--- src/rtl/pe_drain_pkg.sv ---
// Shared types for the systolic column result-drain controller.
// Holds the drain FSM states and the FIFO entry layout for the default accumulator geometry.
package pe_drain_pkg;

    localparam int DEF_EXP_OUT  = 5;
    localparam int DEF_FRAC_OUT = 8;

    function automatic int wordWidth(input int expOut, input int fracOut);
        return expOut + fracOut + 1;
    endfunction

    localparam int DEF_WORD_W = wordWidth(DEF_EXP_OUT, DEF_FRAC_OUT);

    typedef enum logic [1:0] {
        IDLE  = 2'd0,
        SHIFT = 2'd1,
        FLUSH = 2'd2
    } drainState_e;

    typedef struct packed {
        logic                  last;
        logic [DEF_WORD_W-1:0] data;
    } drainWord;

endpackage

--- src/rtl/drain_fifo.sv ---
// Small synchronous FIFO carrying drained accumulator words with their last-row flag.
// Pushes are dropped when full and pops when empty; storage is cleared on reset.
module drain_fifo
    import pe_drain_pkg::*;
#(
    parameter type ENTRY_T = drainWord,
    parameter int  DEPTH   = 4
) (
    input  logic   clock,
    input  logic   reset,
    input  logic   push,
    input  ENTRY_T pushData,
    input  logic   pop,
    output ENTRY_T headData,
    output logic   full,
    output logic   empty
);

    localparam int PTR_W = (DEPTH > 1) ? $clog2(DEPTH) : 1;
    localparam int CNT_W = $clog2(DEPTH + 1);

    ENTRY_T             mem_q [DEPTH];
    logic [PTR_W-1:0]   wrPtr_q, wrPtr_d;
    logic [PTR_W-1:0]   rdPtr_q, rdPtr_d;
    logic [CNT_W-1:0]   count_q, count_d;
    logic               pushEn;
    logic               popEn;

    assign full     = (count_q == CNT_W'(DEPTH));
    assign empty    = (count_q == '0);
    assign pushEn   = push && !full;
    assign popEn    = pop && !empty;
    assign headData = mem_q[rdPtr_q];

    // DEPTH is a power of two, so pointers wrap by natural overflow.
    always_comb begin
        wrPtr_d = wrPtr_q;
        rdPtr_d = rdPtr_q;
        count_d = count_q;
        if (pushEn) wrPtr_d = wrPtr_q + 1'b1;
        if (popEn)  rdPtr_d = rdPtr_q + 1'b1;
        case ({pushEn, popEn})
            2'b10:   count_d = count_q + 1'b1;
            2'b01:   count_d = count_q - 1'b1;
            default: count_d = count_q;
        endcase
    end

    always_ff @(posedge clock) begin
        if (reset) begin
            wrPtr_q <= '0;
            rdPtr_q <= '0;
            count_q <= '0;
            for (int i = 0; i < DEPTH; i++) mem_q[i] <= '0;
        end else begin
            wrPtr_q <= wrPtr_d;
            rdPtr_q <= rdPtr_d;
            count_q <= count_d;
            if (pushEn) mem_q[wrPtr_q] <= pushData;
        end
    end

endmodule

--- src/rtl/pe_column_drain.sv ---
// Drains one systolic column: shifts PE accumulators out bottom-first and streams them
// through a FIFO on a valid/ready interface, stalling the shift chain under backpressure.
module pe_column_drain
    import pe_drain_pkg::*;
#(
    parameter int EXP_OUT    = 5,
    parameter int FRAC_OUT   = 8,
    parameter int ROWS       = 4,
    parameter int FIFO_DEPTH = 4
) (
    input  logic                       clock,
    input  logic                       reset,
    input  logic                       start,
    input  logic                       mulActive,
    input  logic [EXP_OUT+FRAC_OUT:0]  cChainIn,
    output logic [EXP_OUT+FRAC_OUT:0]  cTopOut,
    output logic                       enableShiftOut,
    output logic [EXP_OUT+FRAC_OUT:0]  outData,
    output logic                       outValid,
    input  logic                       outReady,
    output logic                       outLast,
    output logic                       busy,
    output logic                       done
);

    localparam int W     = wordWidth(EXP_OUT, FRAC_OUT);
    localparam int CNT_W = $clog2(ROWS + 1);

    // Same layout as drainWord, sized for this instance's accumulator width.
    typedef struct packed {
        logic         last;
        logic [W-1:0] data;
    } colWord_t;

    drainState_e      state_q, state_d;
    logic [CNT_W-1:0] shiftCount_q, shiftCount_d;
    logic             done_q, done_d;
    logic             fifoFull;
    logic             fifoEmpty;
    logic             popWord;
    colWord_t         pushWord;
    colWord_t         headWord;

    assign enableShiftOut = (state_q == SHIFT) && !fifoFull;
    assign pushWord.last  = (shiftCount_q == CNT_W'(ROWS - 1));
    assign pushWord.data  = cChainIn;
    assign popWord        = !fifoEmpty && outReady;

    drain_fifo #(
        .ENTRY_T (colWord_t),
        .DEPTH   (FIFO_DEPTH)
    ) uFifo (
        .clock    (clock),
        .reset    (reset),
        .push     (enableShiftOut),
        .pushData (pushWord),
        .pop      (popWord),
        .headData (headWord),
        .full     (fifoFull),
        .empty    (fifoEmpty)
    );

    // The last word can only reach the FIFO head after the SHIFT->FLUSH edge,
    // so FLUSH is the only state that needs to watch for it leaving.
    always_comb begin
        state_d      = state_q;
        shiftCount_d = shiftCount_q;
        done_d       = 1'b0;
        case (state_q)
            IDLE: begin
                if (start && !mulActive) begin
                    state_d      = SHIFT;
                    shiftCount_d = '0;
                end
            end
            SHIFT: begin
                if (enableShiftOut) begin
                    shiftCount_d = shiftCount_q + 1'b1;
                    if (pushWord.last) state_d = FLUSH;
                end
            end
            FLUSH: begin
                if (popWord && headWord.last) begin
                    state_d = IDLE;
                    done_d  = 1'b1;
                end
            end
            default: state_d = IDLE;
        endcase
    end

    always_ff @(posedge clock) begin
        if (reset) begin
            state_q      <= IDLE;
            shiftCount_q <= '0;
            done_q       <= 1'b0;
        end else begin
            state_q      <= state_d;
            shiftCount_q <= shiftCount_d;
            done_q       <= done_d;
        end
    end

    assign cTopOut  = '0;
    assign outValid = !fifoEmpty;
    assign outData  = headWord.data;
    assign outLast  = headWord.last && !fifoEmpty;
    assign busy     = (state_q != IDLE);
    assign done     = done_q;

endmodule

--- config.mk ---
export PLATFORM = sky130hd
export DESIGN_NAME = pe_column_drain
export DESIGN_NICKNAME = d
export VERILOG_FILES = /design/src/rtl/pe_drain_pkg.sv /design/src/rtl/drain_fifo.sv /design/src/rtl/pe_column_drain.sv
export SDC_FILE = /design/constraint.sdc
export NUM_CORES = 1
export LEC_CHECK = 0
export CAP_MARGIN = 20
export CORE_MARGIN = 4
export CORE_UTILIZATION = 49
export CTS_BUF_LIST = sky130_fd_sc_hd__clkbuf_8 sky130_fd_sc_hd__clkbuf_16
export DETAILED_ROUTE_END_ITERATION = 8
export PLACE_DENSITY = 0.73
export SLEW_MARGIN = 10
export SYNTH_ARGS = -nofsm -noshare
export SYNTH_HDL_FRONTEND = slang
export SYNTH_HIERARCHICAL = 1
export SYNTH_SLANG_ARGS = --single-unit
--- constraint.sdc ---
create_clock -name clock -period 2.7 [get_ports clock]
set_clock_uncertainty 0.05 [all_clocks]
set_input_delay 0.81 -clock clock [delete_from_list [all_inputs] [get_ports clock]]
set_output_delay 0.81 -clock clock [all_outputs]
set_load 0.02 [all_outputs]
# Word level (Yosys, flattened, before mapping)
# Memories as Yosys holds them, arrays and structs flattened. A register that Yosys moved wholly into a read port is not among the register bits.
# Cells that the tools add are included.
# totals
register_bits	13
output_inout_bits	33
input_bits	19
wordCells	62
ram_bits	60
memories	1
# memory_table
name	words	width	read_ports	rd_clocked_by_memory_dff	write_ports	line	text
uFifo.mem_q	4	15	1	1	4	drain_fifo.sv:22	ENTRY_T mem_q [DEPTH];
# classes
reduce_logical	19
bitwise	1
n_addsub	5
mux	20
eq_ne	10
# ops
operator	n
two-way mux 15 bit	1
OR reduction 15 bit	1
two-way mux 2 bit	7
case mux 3 bit (2 select lines)	2
logical AND 1 bit	7
two-way mux 1 bit	7
adder 3 x 1 -> 3 bit (second input constant)	2
two-way mux 3 bit	2
case mux 2 bit (3 select lines)	1
nonzero test 2 bit	3
adder 2 x 1 -> 2 bit (second input constant)	2
== test 2 x 1 -> 1 bit (second input constant)	2
== test 2 bit (second input constant)	2
!= test 2 x 1 -> 1 bit (second input constant)	2
!= test 2 bit (second input constant)	2
AND reduction 4 bit	1
== test 3 x 2 -> 1 bit (second input constant)	1
== test 3 bit (second input constant)	1
logical NOT 1 bit	3
logical NOT 3 bit	1
AND reduction 3 bit	1
subtractor 3 x 1 -> 3 bit (second input constant)	1
logical NOT 2 bit	1
OR reduction 2 bit	1
inverter 1 bit	1

# Depth between registers and ports, before layout
# logic_depth
word_depth	9
mapped_depth	10
depth_no_buf	10

# Hierarchy
# The synthesis kept the hierarchy.
# modules_own_cells
mod	area_each_um2	n_inst	cells_each	seq_area_each_um2
drain_fifo	3104.2	1	196	1981.9
pe_column_drain	460.4	1	55	120.1

# Least setup slack after synthesis
# No wires, ideal clock.
# synth_timing
kind	flip-flop to flip-flop
start	register uFifo.count_q[0]
end	memory uFifo/mem_q[2][0] (netlist name), enable pin
synth_period_minus_slack_ns	3.066
n_path_buf	0
setup_slack_ns	-0.366
arrival_time_ns	2.608
path_stages_with_launch	6
required_ns	2.242
setup_ns	0.408
cell_sequence	dfxtp_1 nor3b_4 nand2b_2 nor2_1 or2b_4 o21ai_0
# synth_lines
item	line	text
start, declared	drain_fifo.sv:25	logic [CNT_W-1:0] count_q, count_d;
start signal, assigned	drain_fifo.sv:58	count_q <= count_d;
end, declared	drain_fifo.sv:22	

==> metrics.md <==
| Metric | Value |
|---|---|
| Post-layout util | 62.47% |
| F_max | 381.3 MHz |
| Async set-or-reset flop fraction in the synthesized netlist | 0% |
| GRT overflow | 0 |
| Worst min path class | flop to flop |
| ANT cells | 0 |
| Worst setup SP type | flop |
| Slew @ Worst Pin | 964.4 ps |
| Synth Area per Inst | 14.20 sq um |
| Req. time, crit path | 1840 ps |
| Iter 0 DRT Violations | 94 |
| Die ar. | 8703 sq um |
| Total negative setup slack | 0 ps |
| CP max stage delay | 560 ps |
| Synth Cell Area | 3565 sq um |
| Clock slew at reported path FFs | 80 ps |
| Most common cell after layout, fill and taps aside | edfxtp_1 |
| # hold bufs at CTS | 0 |
| Placed Area | 4140 sq um |
| Vias in the first global route | 2139 |
| Worst setup path class | flop to output port |
| Run status | complete, no violations |
| Most frequent cells in the layout | 60 x edfxtp_1, 55 x and2_1, 21 x clkdlybuf4s50_1 |
| Top delay family on crit path | multiplexers |
| Sequential fraction of the synthesis area | 58.97% |
| Unrepaired setup endpoints after global routing | false |
| Register area | 2110 sq um |
| Worst VDD drop | 0.2554 mV |
| Port bufs | 37 |
| ANT nets after route | 0 |
| Num CTS Buffers | 9 |
| Fillcell total | 533 |
| Worst hold margin | 435.1 ps |
| Final WL | 6.436 mm |
| GRT Util Overall | 15.95% |
| Worst slew margin | 35.36% |
| Routed vias/inst | 5.090 |
| Final hold vios | 0 |
| CP cell instances | mux4_2 > nor2b_1 > dlygate4sd2_1 |
| DRC | 0 |
| CP Buf/Inv Count | 1 |
| Clock tree root driver cell | clkbuf_8 |
| Post-route clock period utilization | 97.13% |
| Row count | 30 |
| Min Tclk post-route | 2623 ps |
| Initial core utilization | 51.33% |
| Leak pwr | 1.653 nW |
| Maximum fanout along the worst path | 3 |
| Yosys cell types | 42 |
| Total power | 2.475 mW |
| RR Startpoint | uFifo/count_q[2]$_SDFFE_PP0P_ |
| I/O Pins | 52 |
| Synth Warn # | 6 |
| Gpl congestion | 0.7486 |
| # placed instances | 394 |
| Nets | 332 |
| Max Root-Sink Buffers | 2 |
| Slew Viols, Final | 0 |
| Vias | 2087 |
| Post-CTS Setup Inserts | 0 |
| Syn-to-layout area delta | 21.69% |
| Design Area, Final | 4338 sq um |
| Hold path startpoint | shiftCount_q[2]$_SDFFE_PP0P_ |
| DP HPWL | 4.500 mm |
| Ys flop type | edfxtp_1 |
| Post-synth EDFFs | 60 |
| CTS tree | done |
| Clk sinks | 75 |
| H-tree depth | 3 |
| Global-route wire length before repair | 10.47 mm |
| CP max-delay cell | mux4_2 |
| Flops & latches, synth | 75 |
| Die span in y | 93.29 um |
| Cells after synthesis | 251 |
| Largest net degree at the start of global routing | 16 |
| Final setup violation count | 0 |
| Die width | 93.29 um |
| Setup WS post-layout | 77.47 ps |
| Power Dens Cells | 570.6 nW/um^2 |
| Max Cap Viol | 0 |
| Pre-CTS setup slack | -249.8 ps |
| Multi-input logic area | 1336 sq um |
| Later-pin clock latency in the skew report | 340 ps |
| Drt first pass iters | 4 |
| Routed WL per cell | 15.70 um |
| CP endpoint kind | output port |
| Core box area | 6944 sq um |
| Share of layout cells above drive strength 1 | 24.52% |
| Antenna violations before repair | 0 |
| Critical Path AT | 1760 ps |
| Cell Count, Final, Fillers Out | 410 |
## synth_stat cells, types with 2 or more instances
cell type,count,area [sq um]
or2_1,2,12.51
nor4b_1,2,17.52
o21ai_0,4,20.02
and2_2,5,37.54
and2_1,55,344.1
edfxtp_1,60,1802
nand2b_1,2,12.51
nor4_4,2,42.54
buf_4,15,112.6
nor2_1,9,33.78
nand3_1,4,20.02
o31ai_1,2,15.01
a21oi_1,7,35.03
clkbuf_1,2,7.510
mux4_2,15,337.8
inv_1,10,37.54
ha_1,3,37.54
nor2b_1,3,18.77
xor2_1,3,26.28
buf_6,5,56.30
nand2_1,4,15.01
dfxtp_1,15,300.3
nor4bb_1,2,20.02
a31oi_1,2,12.51
## worst paths after layout
check                                   to  slack, ps  cells after the start
max reg2reg  uFifo/count_q[2]$_SDFFE_PP0P_        380                     10
min           shiftCount_q[2]$_SDFFE_PP0P_        440                      2
max                                outLast         80                      3
min reg2reg   shiftCount_q[2]$_SDFFE_PP0P_        440                      2
## final cells by class
type / instances / share of cell area, %
timing repair buffer: 57 / 12.37
clock buffer: 9 / 2.855
multi-input combinational: 156 / 30.80
sequential: 75 / 48.63
inverter: 10 / 0.8653
clock inverter: 7 / 1.702
tap: 96 / 2.769
## routing by layer
metal	track usage (%)	vias to the layer above	part of all wire (%)
met5	0	-	0
met1	19.87	1021	42
li1	-	998	-
met4	7.082	0	1.9
met2	26.21	53	52
met3	4.023	15	4.4
## cell families (layout without fill, tap and decap cells)
group	count (synthesis)	in the layout	share of synthesized area (%)
and+or+nand+nor	100	100	19.20
DFF	75	75	58.97
buffers and inverters	33	83	6.143
AOI/OAI and AO/OA	19	19	3.334
muxes	16	16	9.898
adders and majority gates	4	4	1.615
xor gates and xnor gates	3	3	0.7372
other	1	14	0.1052
## report_power, final
| group | internal [mW] | total (mW) | switching (mW) |
|---|---|---|---|
| Clock | 0.433 | 0.866 | 0.433 |
| Sequential | 1.30 | 1.33 | 0.0255 |
| Combinational | 0.131 | 0.283 | 0.151 |
## tightest hold or removal path, stage by stage (launching register included)
cell and delay [ps]:
dfxtp_1 330, nand3_1 60, a21oi_1 50
## repair_timing
item	4_1_cts	5_1_grt
pin swaps	0	0
endpoints found under the hold margin	0	0
setup endpoints to repair	15	7
gates resized for setup	17	4
## flip-flops by register name (all words and copies together) (netlist names), named ones only
signal / flops
uFifo/mem_q: 60
uFifo/count_q: 3
uFifo/rdPtr_q: 2
state_q: 2
done: 1
shiftCount_q: 3
uFifo/wrPtr_q: 2
Note: power is estimated with default switching activity, not from simulation.
